### src/rtl/instr_fetch_unit.sv
// Instruction fetch: owns the PC, reads the combinational instruction memory and registers word+PC toward decode.
// Optional misaligned-redirect fault under macro FETCH_ALIGN_CHECK_EN.
module instr_fetch_unit #(
    parameter logic [31:0] RESET_VECTOR = 32'h0000_0000,
    parameter logic [31:0] HALT_ADDR    = 32'h0000_0000
) (
    input  logic        clk,
    input  logic        reset,
    output logic [31:0] instr_address,
    input  logic [31:0] instr_readdata,
    output logic        out_valid,
    input  logic        out_ready,
    output logic [31:0] out_instr,
    output logic [31:0] out_pc,
    input  logic        redirect_valid,
    input  logic [31:0] redirect_target,
    output logic        halted,
    output logic        fetch_fault
);
    typedef enum logic [1:0] {S_RUN, S_DRAIN, S_HALT} state_t;

    state_t      state, state_nxt;
    logic [31:0] pc;
    logic [31:0] target_pc;
    logic        advance, accept, take_redirect, bad_target, to_drain;

    assign instr_address = pc;
    assign accept        = out_valid && out_ready;
    // A redirect is only meaningful when the jump itself leaves the output register.
    assign take_redirect = advance && accept && redirect_valid;

`ifdef FETCH_ALIGN_CHECK_EN
    assign bad_target = (redirect_target[1:0] != 2'b00);
    assign target_pc  = redirect_target;
`else
    assign bad_target = 1'b0;
    assign target_pc  = {redirect_target[31:2], 2'b00};
`endif

    assign to_drain = take_redirect && (bad_target || (redirect_target == HALT_ADDR));

    always_ff @(posedge clk or posedge reset) begin
        if (reset) state <= S_RUN;
        else       state <= state_nxt;
    end

    always_comb begin
        state_nxt = state;
        case (state)
            S_RUN:   if (to_drain) state_nxt = S_DRAIN;
            S_DRAIN: if (accept)   state_nxt = S_HALT;
            S_HALT:  state_nxt = S_HALT;
            default: state_nxt = S_RUN;
        endcase
    end

    always_comb begin
        advance = (state == S_RUN) && (!out_valid || out_ready);
        halted  = (state == S_HALT);
    end

    // The delay slot is captured by the same advance that consumes the jump.
    always_ff @(posedge clk or posedge reset) begin
        if (reset) begin
            pc        <= RESET_VECTOR;
            out_valid <= 1'b0;
            out_instr <= 32'h0;
            out_pc    <= 32'h0;
        end else if (advance) begin
            out_instr <= instr_readdata;
            out_pc    <= pc;
            out_valid <= 1'b1;
            if (take_redirect) begin
                if (!bad_target) pc <= target_pc;
            end else begin
                pc <= pc + 32'd4;
            end
        end else if ((state == S_DRAIN) && accept) begin
            out_valid <= 1'b0;
        end
    end

`ifdef FETCH_ALIGN_CHECK_EN
    always_ff @(posedge clk or posedge reset) begin
        if (reset)                           fetch_fault <= 1'b0;
        else if (take_redirect && bad_target) fetch_fault <= 1'b1;
    end
`else
    assign fetch_fault = 1'b0;
`endif

endmodule

### config.mk
export PLATFORM = sky130hd
export DESIGN_NAME = instr_fetch_unit
export DESIGN_NICKNAME = d
export VERILOG_FILES = /design/src/rtl/instr_fetch_unit.sv
export SDC_FILE = /design/constraint.sdc
export NUM_CORES = 1
export LEC_CHECK = 0
export CAP_MARGIN = 20
export CORE_UTILIZATION = 48
export DETAILED_ROUTE_END_ITERATION = 10
export GPL_TIMING_DRIVEN = 0
export PLACE_DENSITY = 0.93
export SYNTH_ARGS = -nofsm -noshare
export SYNTH_HDL_FRONTEND = slang
export SYNTH_SLANG_ARGS = --single-unit
### constraint.sdc
create_clock -name clk -period 5.4 [get_ports clk]
set_clock_uncertainty 0.15 [all_clocks]
set_input_delay 0.54 -clock clk [delete_from_list [all_inputs] [get_ports clk]]
set_output_delay 0.54 -clock clk [all_outputs]
set_load 0.01 [all_outputs]
== Yosys cells after proc, flatten, opt, wreduce, memory -nomap -nowiden ==
Index checks and enable logic that the tools add are counted.

* Add/subtract/negate cells: 1
* $mul: 0
* Divide/modulo/power cells: 0
* Order comparisons: 0
* Equal/unequal tests: 4
* Shift-type cells: 0
* Multiplexer cells: 6
* Bitwise gates (word level): 0
* Reduce and logical (&&, ||, !) cells: 12

{| class="wikitable"
|+ Operators by type and width
! kind !! count
|-
| $add A32 B3 Y32 const B || 1
|-
| $logic_not A32 Y1 || 1
|-
| $mux W32 || 1
|-
| $logic_and A1 B1 Y1 || 6
|-
| $pmux W2 S3 || 1
|-
| $mux W2 || 2
|-
| $ne A2 B2 Y1 const B || 2
|-
| $eq A2 B1 Y1 const B || 1
|-
| $eq A2 B2 Y1 const B || 1
|-
| $logic_not A2 Y1 || 1
|-
| $mux W1 || 2
|-
| $reduce_and A2 Y1 || 1
|-
| $reduce_bool A2 Y1 || 1
|-
| $logic_not A1 Y1 || 1
|-
| $logic_or A1 B1 Y1 || 1
|}

* Register bits: 99
* Bits in latches: 0
* Memory bits (writable): 0
* Bits in read-only memories: 0
* Memories: 0

== Depth between registers and ports, before layout ==
Gate-level depths: netlist (run 1).

* Depth in word-level cells: 8
* Gate-level depth with buffers: 8

== Worst setup path after synthesis (run 1) ==
OpenSTA, ideal clock, no wires.

* Kind: register to register
* Start point: register pc[2] (netlist: instr_address[2])
* End point: register pc[30] (netlist: instr_address[30])
* Library setup time: 123 ps
* Data arrival time: 1725 ps
* Required time: 5127 ps
* Path slack: 3402 ps
* Cell stages (with the launch flop): 8
* Path buffers: 1
* Period minus slack after synthesis: 1998 ps
* Path through: dfrtp_1 -> ha_1 -> and4_1 -> buf_2 -> nand4_1 -> nor4_1 -> and3_1 -> nor3_1

* Cells in the longest elaborated chain, start to end: 2

{| class="wikitable"
|+ RTL lines
! element !! line !! text
|-
| start: declaration || 23 || <nowiki>logic [31:0] pc;</nowiki>
|-
| start signal: assignment || 74 || <nowiki>if (!bad_target) pc <= target_pc;</nowiki>
|-
| start signal: assignment || 76 || <nowiki>pc <= pc + 32'd4;</nowiki>
|-
| $add A32 B3 Y32 || 76 ||
|-
| $mux W32 || 73 || <nowiki>if (take_redirect) begin</nowiki>
|}

No other way between the ends.
A chain may end at the register's enable or synchronous reset.

== Worst setup path in the final report (run 1) ==
* Start point: register state[0]
* End point: register out_pc[22]

* Cells in the longest elaborated chain, start to end: 2

{| class="wikitable"
|+ RTL lines
! element !! line !! text
|-
| start: declaration || 22 || <nowiki>state_t state, state_nxt;</nowiki>
|-
| start signal: assignment || 44 || <nowiki>else state <= state_nxt;</nowiki>
|-
| $logic_not A2 Y1 || 58 || <nowiki>advance = (state == S_RUN) && (!out_valid || out_ready);</nowiki>
|-
| $logic_and A1 B1 Y1 || 58 ||
|-
| end signal: assignment || 71 || <nowiki>out_pc <= pc;</nowiki>
|-
| end: declaration || 14 || <nowiki>output logic [31:0] out_pc,</nowiki>
|}

No other way between the ends.

==> results of run 1 <==
kinds of logic (layout without fill, tap and decap cells):
kind of cell             Yosys count  after routing
AO/OA/AOI/OAI                     75             75
adder cells (fa/ha/maj)            5              5
buffers and inverters             42            220
flip-flops                        95             95
multiplexers                       3              3
other                              1              5
AND/OR/NAND/NOR                  305            305
routing by layer:
metal  vias up  track usage (%)
met4         0            15.38
met3        57            6.667
met2       300            50.67
met5         -                0
met1      2170            36.39
li1       2135                -
critical path, stage by stage, from the launching register on:
cell                       delay, ns
sky130_fd_sc_hd__dfrtp_1        0.42
sky130_fd_sc_hd__inv_1          0.11
sky130_fd_sc_hd__ha_1           0.21
sky130_fd_sc_hd__inv_1          0.10
sky130_fd_sc_hd__a21oi_1        0.31
sky130_fd_sc_hd__clkbuf_1       0.51
sky130_fd_sc_hd__clkbuf_1       0.51
sky130_fd_sc_hd__nand2_1        0.14
sky130_fd_sc_hd__nand2_1        0.08
sequential cells by signal, indices dropped and copies added, names as in the netlist:
register and flops:
instr_address 30, out_pc 30, out_instr 32, state 2, out_valid 1
cell usage in the layout, fill, tap and decap left out, types with 3 or more instances in the layout:
cell type,Yosys,final
sky130_fd_sc_hd__nand2_1,214,214
sky130_fd_sc_hd__clkdlybuf4s50_1,0,161
sky130_fd_sc_hd__dfrtp_1,95,95
sky130_fd_sc_hd__a21oi_1,23,23
sky130_fd_sc_hd__nor2_1,19,19
sky130_fd_sc_hd__clkbuf_1,17,17
sky130_fd_sc_hd__nor3_1,16,16
sky130_fd_sc_hd__o22ai_1,13,13
sky130_fd_sc_hd__and3_1,12,12
sky130_fd_sc_hd__nor4_1,12,12
sky130_fd_sc_hd__o21ai_0,11,11
sky130_fd_sc_hd__clkbuf_8,0,10
sky130_fd_sc_hd__nand4_1,9,9
sky130_fd_sc_hd__nand3_1,9,9
sky130_fd_sc_hd__a311oi_1,7,7
sky130_fd_sc_hd__inv_1,7,6
sky130_fd_sc_hd__buf_4,6,6
sky130_fd_sc_hd__buf_1,6,6
sky130_fd_sc_hd__buf_2,5,5
sky130_fd_sc_hd__ha_1,5,5
sky130_fd_sc_hd__conb_1,1,5
sky130_fd_sc_hd__a211oi_1,4,4
sky130_fd_sc_hd__and2_1,3,3
sky130_fd_sc_hd__and4_1,3,3
sky130_fd_sc_hd__o22a_1,3,3
sky130_fd_sc_hd__o32ai_1,3,3
final cells by class:
| cell class | count | area, µm² | share of cell area (%) |
|---|---|---|---|
| clock buffers | 10 | 137.6 | 2.113 |
| plain buffers | 35 | 167.7 | 2.574 |
| well taps | 108 | 135.1 | 2.075 |
| inverters | 7 | 28.78 | 0.4419 |
| repair buffers | 162 | 1639 | 25.17 |
| clock inverters | 6 | 90.09 | 1.383 |
| flip-flops and latches | 95 | 2377 | 36.50 |
| multi-input cells | 393 | 1937 | 29.74 |
metrics by stage:
| step | util, % | cell area, µm² |
|---|---|---|
| detailed placement | 70.69 | 6285 |
| global route | 73.25 | 6513 |
| floorplan | - | 4508 |
| finish | 73.25 | 6513 |
| global placement | 70.35 | 6255 |
| CTS | 73.25 | 6513 |
worst paths after layout:
path | to | slack, ns | cells past startpoint
worst min register to register | out_pc[22] | 0.33 | 2
worst max register to register | out_pc[22] | 2.77 | 8
min in group asynchronous | out_instr[15] | 0.41 | 2
max in group asynchronous | out_pc[22] | 4.02 | 3
worst min-delay path | out_pc[22] | 0.33 | 2
worst max-delay path | out_pc[22] | 2.77 | 8
power groups by stage:
stage	Combinational (W)	Sequential (W)	Clock, W
floorplan	0.000210	0.000969	0
global route	0.000657	0.000941	0.000564
finish	0.000608	0.000926	0.000531
CTS	0.000609	0.000923	0.000536
global placement	0.000587	0.000931	0
detailed placement	0.000605	0.000936	0
==> impl.org, run 1 <==
** Clock tree
- CTS built an H-tree with a depth of 3.
- Clock transition time at the flip-flop clock pins of the worst setup and hold paths :: 0.10 ns
- TritonCTS Buffers :: 9
- Buffer type at the clock tree root :: sky130_fd_sc_hd__clkbuf_8
- TritonCTS built the clock tree.
- In this run, post-CTS repair resized a total of 0 instances.
- Source-to-sink clock delay at the later pin of the worst-skew pair :: 0.37 ns
- Clock Sink Count :: 95
- The number of hold buffers added after CTS was 0.
- Number of buffers on the longest clock path :: 2
- Buffer count from post-CTS setup fixing :: 0

** STA
- The number of hold violations in the final report came to 0.
- Hold is met by 0.3291 ns.
- Dividing the final minimum period by the clock period gives 48.66%.
- The smallest clock period supported by the final layout is computed as 2.628 ns.
- Measured against its own limit, the worst slew margin works out to 58.64%.
- Unrepaired setup endpoints after global routing :: no
- Slack of the critical path :: 2.772 ns
- Static timing analysis puts the maximum clock frequency at 380.5 MHz.
- After routing, the total negative slack on setup checks comes to 0 ns.
- Number of pins with negative max-slew slack in the final report :: 0
- Endpoints failing setup :: 0
- For the pin with the worst max-slew slack, the measured transition is 0.6204 ns.

** Logic synthesis
- Average cell area after synthesis :: 8.542 µm²
- Area fraction in and, or, nand and nor cells after synthesis :: 29.69%
- Count of flip-flops with a built-in enable after synthesis :: 0
- Distinct cell type count of the synthesized netlist :: 43
- After synthesis, the largest family of logic cells by area is simple AND/OR/NAND/NOR gates.
- Counting flops and latches in the post-synthesis netlist gives 95.
- Sequential element share of the synthesized area :: 52.91%
- Mapped Cells :: 526
- In the post-synthesis netlist, the cell with the most instances is sky130_fd_sc_hd__nand2_1.
- For this run, the leading register cell type out of synthesis is sky130_fd_sc_hd__dfrtp_1.
- Summed over its instances, the top area cell type makes up 52.91% of the synthesized netlist area.
- Summing the areas of all compound-gate instances in the mapped netlist gives 10.89% of the synthesized area.
- Of all cell types, the one taking the most synthesized area is sky130_fd_sc_hd__dfrtp_1.
- During synthesis, Yosys emitted a total of 0 warnings.
- Fraction of the mapped netlist area in adder cells :: 1.392%
- Ranked by total cell area, the synthesized netlist is headed by sky130_fd_sc_hd__dfrtp_1 (53%), sky130_fd_sc_hd__nand2_1 (18%), sky130_fd_sc_hd__a21oi_1 (2.6%), sky130_fd_sc_hd__o22ai_1 (1.8%), sky130_fd_sc_hd__nor3_1 (1.8%).
- By count the netlist is led by sky130_fd_sc_hd__nand2_1 (214), sky130_fd_sc_hd__dfrtp_1 (95), sky130_fd_sc_hd__a21oi_1 (23).
- Fraction of synthesized cell area in xor and xnor cells :: 0%
- Area of the mapped netlist :: 4493 µm²
- Proportion of synthesized flip-flops having asynchronous set or reset :: 100.0%
- Mux contribution to synthesized area :: 0.7240%

** Min path
- Startpoint of the most critical hold path :: out_pc[22]
- In this run the worst hold path is classified as reg2reg.

** Die
- Initial Util :: 50.53%
- After floorplanning, the core was divided into 34 placement rows.
- The region available for standard cell placement spans 8891 µm².
- From bottom edge to top edge, the die measures 98.75 µm.
- Die Outline Area :: 9752 µm²
- X dimension of the die :: 98.75 µm
- I/O Pins :: 167

** GRT
- Antenna violations before repair :: 0
- Total global-route track usage :: 30.09%
- The first global-routing pass estimated 22,990 µm of wire.
- Grt total ovfl :: 0
- Via count of the first global-routing pass :: 4,672
- Largest net degree at the start of global routing :: 57

** Detailed routing
- In this run, the number of DRC markers left after iteration 0 of detailed routing was 422.
- After detailed routing, the wire length on met1 is 5462 µm.
- Vias post-DR :: 4,662
- First-pass detailed-route iteration total :: 5
- WL per Instance :: 17.55 µm
- Using the TritonRoute via totals, the vias-per-cell ratio works out to 5.713.
- The final layout contains routed wiring with a total length of 14,320 µm.
- For this run, design rule violations remaining after detail routing come to 0.
- Once detail routing completed, the nets flagged for antenna violations numbered 0.
- Amount of wire on met3 after detailed routing :: 1391 µm
- Routed signal wires occupy layers up through met4.
- Met2 wire len :: 6910 µm

** Placement
- Routability congestion estimate :: 0.9561
- Detailed placement finished with a half-perimeter wire length of 10,610 µm.
- Port Buffer Count :: 161
- Worst slack, placed :: 2.530 ns
- Total placed cells including tap cells :: 800

** Finish
- The count of cells in the finished layout, fillers not included, comes to 816.
- Relative to the synthesized area, the layout overhead comes to 44.95%.
- Cells with a size suffix above 1 make up 5.226% of the layout.
- Fill cells :: 676
- # diodes :: 0
- For this run, the post-layout net count is 776.

** Worst setup path
- STA puts the critical path data arrival time at 2.78 ns.
- Type of the setup path with the least slack :: reg2reg
- At the worst endpoint, the required time is 5.55 ns.
- The most critical setup path has its startpoint at state[0].
- The worst register-to-register path begins at state[0].
- The worst setup path is launched from a register.
- STA classifies the critical path endpoint as a register.
- Along the worst path, the maximum fanout reaches 10.

** Power and ir drop
- Across the VDD grid, the largest voltage drop is 0.1789 mV.
- Per report_power, the sequential group accounts for 44.8% of the total.
- Sw power :: 0.0006517 W
- Leak pwr :: 2.987 nW
- Overall power :: 0.002065 W
- In this run switching power makes up 31.57% of total power.
- Internal power :: 0.001413 W
- In this run, the combinational gates consume 29.4% of the power.
- Power Density :: 317.0 nW/µm²
- Proportion of power drawn by the clock network :: 25.7%

** Outcome
- The flow ran to the end, and the final reports show no timing, DRC or antenna violations.

** Run
- Across the run, the number of max-cap violations was 0.
Note: power is estimated with default switching activity, not from simulation.
==> inputs of run 2 (changes only) <==
Settings changed: CORE_UTILIZATION 48 to 45, PLACE_DENSITY 0.93 to 0.88.
Clock period 5.4 ns to 2.8 ns, I/O delays scaled along.
==> run 2 against run 1 <==
Against the previous run:
- design area up 0.94%
- first-iteration DRC count down 17%
- clock power up 110%
- critical endpoint unchanged
==> impl.org, run 2 (synthesized netlist as in run 1, its figures left out) <==
** Detailed routing
- The number of vias in the routed layout was 4,624 (-0.82%).
- The total length of routed wires is 14,570 µm (+1.8%).
- First-pass detailed-route iteration total :: 5 (unchanged)
- Number of remaining DRC errors :: 0 (unchanged)
- Routed vias/inst :: 5.492 (-3.9%)
- The count of routing violations after the opening detailed-route iteration was 350 (-17%).
- WL per Instance :: 17.31 µm (-1.4%)
- The remaining number of nets flagged by the antenna check after routing is 0 (unchanged).

** GRT
- The initial antenna violation count is 0 (unchanged).
- The total global routing track utilization is 28.56% (-1.5 points).
- Grt total ovfl :: 0 (unchanged)
- Global-route wire length before repair :: 22,580 µm (-1.8%)
- The number of global-route vias before repair is 4,511 (-3.4%).
- Largest net degree at the start of global routing :: 45 (-21%)

** Clock tree
- The number of buffers inserted to repair setup after CTS came to 0 (unchanged).
- Post_cts resized :: 0 (unchanged)
- Clock Sink Count :: 95 (unchanged)
- Number of H-tree levels :: 3 (unchanged)
- The clock latency at the later pin of the worst-skew pair is 0.37 ns (about the same).
- The hold-fix buffer count after cts is 0 (unchanged).
- Buffer type at the clock tree root :: sky130_fd_sc_hd__clkbuf_8
- TritonCTS built the clock tree.
- The buffer levels on the longest clock path was 2 (unchanged).
- The CTS buffer count was 9 (unchanged).
- Clock transition time at the flip-flop clock pins of the worst setup and hold paths :: 0.09 ns (about the same)

** STA
- Endpoints failing setup :: 0 (unchanged)
- Final critical-path required period :: 2.595 ns (-0.03304 ns)
- The final max-slew violation count was 0 (unchanged).
- The final total negative setup slack came to 0 ns (unchanged).
- Unrepaired setup endpoints after global routing :: no
- The worst slew slack as a fraction of its limit was 54.76% (-3.9 points).
- The upper clock frequency limit is 385.4 MHz (+1.3%).
- The actual slew at the worst max-slew pin came to 0.6772 ns (+0.05671 ns).
- Slack of the critical path :: 0.2052 ns (-2.567 ns)
- The number of hold violations in the final report is 0 (unchanged).
- Worst hold slack :: 0.2146 ns (-0.1145 ns)
- Final critical-path share of the clock period :: 92.67% (+44 points)

** Placement
- Port Buffer Count :: 161 (unchanged)
- The half-perimeter wire length after detailed placement is 10,790 µm (+1.7%).
- Routability congestion estimate :: 0.9299 (-2.7%)
- Total placed cells including tap cells :: 826 (+3.3%)
- The worst setup slack before clock tree synthesis is 0.1913 ns (-2.338 ns).

** Finish
- The library cell used most frequently in the layout, excluding fill and tap cells, is sky130_fd_sc_hd__nand2_1.
- Leaving out fill and tap cells, the most frequent cells in the layout are sky130_fd_sc_hd__nand2_1 (214), sky130_fd_sc_hd__clkdlybuf4s50_1 (161), sky130_fd_sc_hd__dfrtp_1 (95).
- The filler cell count in the final layout came to 762 (+13%).
- Cell Count, Final, Fillers Out :: 842 (+3.2%)
- The count of nets after finishing came to 777 (+0.13%).
- The layout cell share with drive strength beyond 1 came to 5.219% (-0.0074 points).
- Register name with the most flops :: out_instr
- Relative to the synthesized area, the layout overhead comes to 46.31%.
- Flip-flop count of the largest register after layout :: 32 (unchanged)
- # diodes :: 0 (unchanged)

** Min path
- The tightest min-delay check is of the in2async type.

** Outcome
- The run finished with clean final reports.

** Die
- X dimension of the die :: 101.9 µm (+3.2%)
- The starting density of the core came to 46.18% (-4.4 points).
- Floorplan row count :: 36 (+5.9%)
- Die Outline Area :: 10,390 µm² (+6.5%)
- Floorplan core area :: 9729 µm² (+9.4%)
- I/O Pins :: 167 (unchanged)
- Y dimension of the die :: 101.9 µm (+3.2%)

** Worst setup path
- CP startpoint kind :: register
- The worst setup path is captured at a register.
- Register-to-register path setup slack :: 0.21 ns (-2.57 ns)
- The worst reg-to-reg path cell count is 8 (unchanged).
- The required time at the worst-slack endpoint came to 2.96 ns (-2.59 ns).
- R2R Path Start :: state[0]
- The worst register-to-register path ends at out_pc[22].
- Worst Path Arrival :: 2.75 ns (-0.03 ns)
- Type of the setup path with the least slack :: reg2reg
- The maximum net fanout on the critical path is 10 (unchanged).

** Power and ir drop
- Leak pwr :: 2.997 nW (+0.32%)
- Power Density :: 618.7 nW/µm² (+95%)
- The maximum resistive drop on vdd came to 0.3506 mV (+96%).

** Run
- Maximum capacitance violations :: 0 (unchanged)
-- run 2: metrics by stage --
step,util (%),area (µm²),power [W]
after floorplan,-,4512,0.002274
after global placement,64.65,6290,0.002931
after detailed placement,65.06,6330,0.002978
after CTS,67.57,6574,0.004072
after global routing,67.57,6574,0.004268
final,67.57,6574,0.004067
-- run 2: cell type report --
cell class	count	area, µm²	area share (%)
Sequential cell	95	2377	36.16
Multi-Input combinational cell	393	1937	29.46
Timing Repair Buffer	163	1652	25.12
Buffer	35	167.7	2.550
Tap cell	133	166.4	2.531
Clock buffer	10	127.6	1.941
Clock inverter	6	116.4	1.770
Inverter	7	30.03	0.4568
-- run 2: critical path, cell delays in order, from the launching register on --
cell and delay, ns:
sky130_fd_sc_hd__dfrtp_1 0.41, sky130_fd_sc_hd__inv_1 0.12, sky130_fd_sc_hd__ha_1 0.22, sky130_fd_sc_hd__inv_1 0.11, sky130_fd_sc_hd__a21oi_1 0.28, sky130_fd_sc_hd__clkbuf_1 0.51
sky130_fd_sc_hd__clkbuf_1 0.53, sky130_fd_sc_hd__nand2_1 0.14, sky130_fd_sc_hd__nand2_1 0.08
-- run 2: routing by layer --
| metal | vias to the layer above | wire [µm] | GRT usage [%] |
|---|---|---|---|
| met2 | 255 | 6845 | 47.61 |
| met4 | 0 | 380 | 11.98 |
| met3 | 39 | 1440 | 8.003 |
| met5 | - | 0 | 0 |
| met1 | 2201 | 5906 | 35.00 |
| li1 | 2129 | - | - |
-- run 2: report_power, final --
group          switching [W]  internal [W]  total, W  leakage (nW)
Combinational       0.000557      0.000617   0.00117          1.74
Clock               0.000502      0.000600   0.00110         0.121
Sequential          0.000215       0.00158   0.00179          1.14
Total                0.00127       0.00279   0.00407          3.00
-- run 2: how the worst max path moves through the flow --
stage,startpoint,to,slack (ns),cells after the start
2_1_floorplan,instr_address[2],instr_address[30],0.80,7
3_3_place_gp,out_ready,out_pc[18],0.16,7
3_5_place_dp,out_ready,out_pc[22],0.19,7
4_1_cts,state[0],out_pc[22],0.29,8
5_1_grt,state[0],out_pc[15],0.09,8
6_report,state[0],out_pc[22],0.21,8
==> inputs of run 3 (changes only) <==
Settings changed: CORE_MARGIN set to 2.
==> run 3 against run 2 <==
Against the previous run:
- design area decreased by 1.1%
- sequential power about the same
- critical path depth unchanged
- routed wire length decreased by 0.14%
- clock power decreased by 26%
- total power decreased by 7.3%
- first-iteration DRC count increased by 10%
- non-clock buffer count unchanged
- combinational power about the same
- die area increased by 4.0%
- final cell count decreased by 0.12%
- critical path type unchanged
- critical endpoint unchanged
- highest routed layer unchanged
==> impl.org, run 3 (synthesized netlist as in run 1, its figures left out) <==
** Detailed routing
- The remaining number of nets flagged by the antenna check after routing is 0 (unchanged).
- The average wire per cell in the routed design came to 17.30 µm (about the same).
- First-pass detailed-route iteration total :: 5 (unchanged)
- Number of remaining DRC errors :: 0 (unchanged)
- The count of routing violations after the opening detailed-route iteration came to 385 (+10%).
- The number of vias in the routed layout was 4,608 (-0.35%).
- Routed vias/inst :: 5.479 (-0.23%)
- Final wirelength :: 14,550 µm (-0.14%)

** Power and ir drop
- The areal power density over the cells was 579.6 nW/µm² (-6.3%).
- Internal power :: 0.002537 W (-9.2%)
- The total net switching power is 0.001232 W (-3.2%).
- Power share of the sequential group :: 47.4% (+3.3 points)
- Leak pwr :: 2.957 nW (-1.3%)
- Switching power as a share of total power :: 32.69% (+1.4 points)
- Power share of the combinational group :: 31.1% (+2.3 points)
- Largest voltage drop on the vdd net :: 0.3213 mV (-8.4%)
- The clock network power share was 21.5% (-5.6 points).

** GRT
- Via count of the first global-routing pass :: 4,564 (+1.2%)
- The aggregate global routing overflow is 0 (unchanged).
- The pin count of the biggest net entering global routing was 44 (-2.2%).
- The initial antenna violation count was 0 (unchanged).
- The global-route wire length before repair came to 23,560 µm (+4.3%).
- Total global-route track usage :: 27.25% (-1.3 points)

** STA
- Setup TNS after final layout :: 0 ns (unchanged)
- The minimum clock period after layout was 2.547 ns (-0.04745 ns).
- The worst-case hold slack came to 0.2382 ns (+0.02358 ns).
- Number of pins with negative max-slew slack in the final report :: 0 (unchanged)
- Tightest slew margin relative to the limit :: 50.98% (-3.8 points)
- The number of hold violations in the final report was 0 (unchanged).
- The share of the clock period used by the worst path is 90.98% (-1.7 points).
- Unrepaired setup endpoints after global routing :: no
- The final count of negative-setup-slack endpoints is 0 (unchanged).
- Highest attainable clock frequency :: 392.6 MHz (+1.9%)
- The actual slew at the worst max-slew pin is 0.7337 ns (+0.05653 ns).

** Die
- Die Outline Area :: 10,800 µm² (+4.0%)
- Floorplan core area :: 9729 µm² (unchanged)
- The count of pins on the block boundary is 167 (unchanged).
- Y dimension of the die :: 103.9 µm (+2.0%)
- Initial Util :: 46.18% (unchanged)
- X dimension of the die :: 103.9 µm (+2.0%)
- The number of standard-cell rows in the floorplan came to 36 (unchanged).

** Worst setup path
- Type of the setup path with the least slack :: reg2reg
- Critical path endpoint category :: register
- Highest fanout seen on the critical path :: 10 (unchanged)
- The worst setup path is launched from a register.
- Endpoint required time on the critical path :: 2.95 ns (about the same)
- The data arrival at the endpoint of the critical path came to 2.70 ns (-0.05 ns).

** Clock tree
- TritonCTS built the clock tree.
- The CTS buffer count came to 9 (unchanged).
- The buffer levels on the longest clock path came to 2 (unchanged).
- The clock sink count came to 95 (unchanged).
- Post_cts resized :: 0 (unchanged)
- Count of hold buffers inserted by post-cts repair :: 0 (unchanged)
- The tree is rooted in a sky130_fd_sc_hd__clkbuf_8.
- Buffer count from post-CTS setup fixing :: 0 (unchanged)
- The level count of the clock H-tree was 3 (unchanged).
- Source-to-sink clock delay at the later pin of the worst-skew pair :: 0.37 ns (about the same)
- The clock transition time at the flip-flop clock pins of the worst setup and hold paths is 0.09 ns (about the same).

** Finish
- Leaving out fill and tap cells, the most frequent cell in the layout is sky130_fd_sc_hd__nand2_1.
- Fill cells :: 798 (+4.7%)
- Most frequent cells in the layout :: sky130_fd_sc_hd__nand2_1 (214), sky130_fd_sc_hd__clkdlybuf4s50_1 (161), sky130_fd_sc_hd__dfrtp_1 (95)
- Layout Area Growth over Synthesis :: 44.72%
- # diodes :: 0 (unchanged)
- The count of nets after finishing was 777 (unchanged).
- The layout cell share with drive strength beyond 1 is 4.944% (-0.28 points).
- Register name with the most flops :: out_instr
- The final cell area excluding filler cells was 6502 µm² (-1.1%).
- Flip-flop count of the largest register after layout :: 32 (unchanged)

** Placement
- The cell area after placement is 6337 µm² (+0.12%).
- Port Buffer Count :: 161 (unchanged)
- Routability congestion estimate :: 0.8986 (-3.4%)
- Sum of net half-perimeters after detailed placement :: 10,960 µm (+1.6%)

** Outcome
- The run finished with clean final reports.

** Min path
- In this run the worst hold path is classified as in2async.

** Run
- The number of max-capacitance violations reported was 0 (unchanged).
## run 3: power groups by stage
stage	logic [W]	clock network (W)	registers, W
2_1_floorplan	0.000406	0	0.00187
3_3_place_gp	0.00113	0	0.00180
3_5_place_dp	0.00117	0	0.00181
4_1_cts	0.00118	0.000828	0.00178
5_1_grt	0.00127	0.000898	0.00182
6_report	0.00117	0.000811	0.00179
## run 3: stage by stage
step | worst slack (ns) | total power (W) | utilization (%) | instances
after detailed placement | 0.1517 | 0.002979 | 65.14 | 826
after floorplan | 0.8020 | 0.002274 | - | 530
after global routing | 0.08686 | 0.003980 | 66.83 | 841
final | 0.2527 | 0.003769 | 66.83 | 841
after CTS | 0.2949 | 0.003786 | 66.83 | 841
after global placement | 0.2013 | 0.002930 | 64.65 | 824
## run 3: area by class of cell
type,instances,area (µm²),share of cell area [%]
plain buffers,35,167.7,2.578
clock inverters,3,20.02,0.3079
well taps,133,166.4,2.559
inverters,7,30.03,0.4618
multi-input cells,393,1937,29.79
repair buffers,163,1659,25.51
clock buffers,12,145.1,2.232
flip-flops and latches,95,2377,36.56
## run 3: worst max-delay path, cell delays in order, from the launching register on
cell                       delay [ns]
sky130_fd_sc_hd__dfrtp_1         0.41
sky130_fd_sc_hd__inv_1           0.12
sky130_fd_sc_hd__ha_1            0.20
sky130_fd_sc_hd__inv_1           0.09
sky130_fd_sc_hd__a21oi_1         0.27
sky130_fd_sc_hd__clkbuf_1        0.50
sky130_fd_sc_hd__clkbuf_1        0.53
sky130_fd_sc_hd__nand2_1         0.11
sky130_fd_sc_hd__nand2_1         0.10
## run 3: path summary, 6_finish.rpt
check                                         from                 to  slack [ns]  depth (start not counted)
worst min-delay path                         reset  instr_address[16]        0.24                          2
worst max register to register            state[0]         out_pc[22]        0.25                          8
max in group asynchronous                    reset   instr_address[8]        1.61                          3
min in group clk                instr_readdata[18]      out_instr[18]        0.29                          3
worst min register to register       out_instr[27]      out_instr[27]        0.33                          2
worst max-delay path                      state[0]         out_pc[22]        0.25                          8
## run 3: layer usage
metal / vias to the layer above / wire, µm / global-route usage (%) / share of wire (%)
met5: - / 0 / 0 / 0
met4: 0 / 318 / 10.81 / 2.2
met3: 28 / 1074 / 5.514 / 7.4
met2: 232 / 7072 / 45.54 / 49
met1: 2207 / 6087 / 34.85 / 42
li1: 2141 / - / - / -
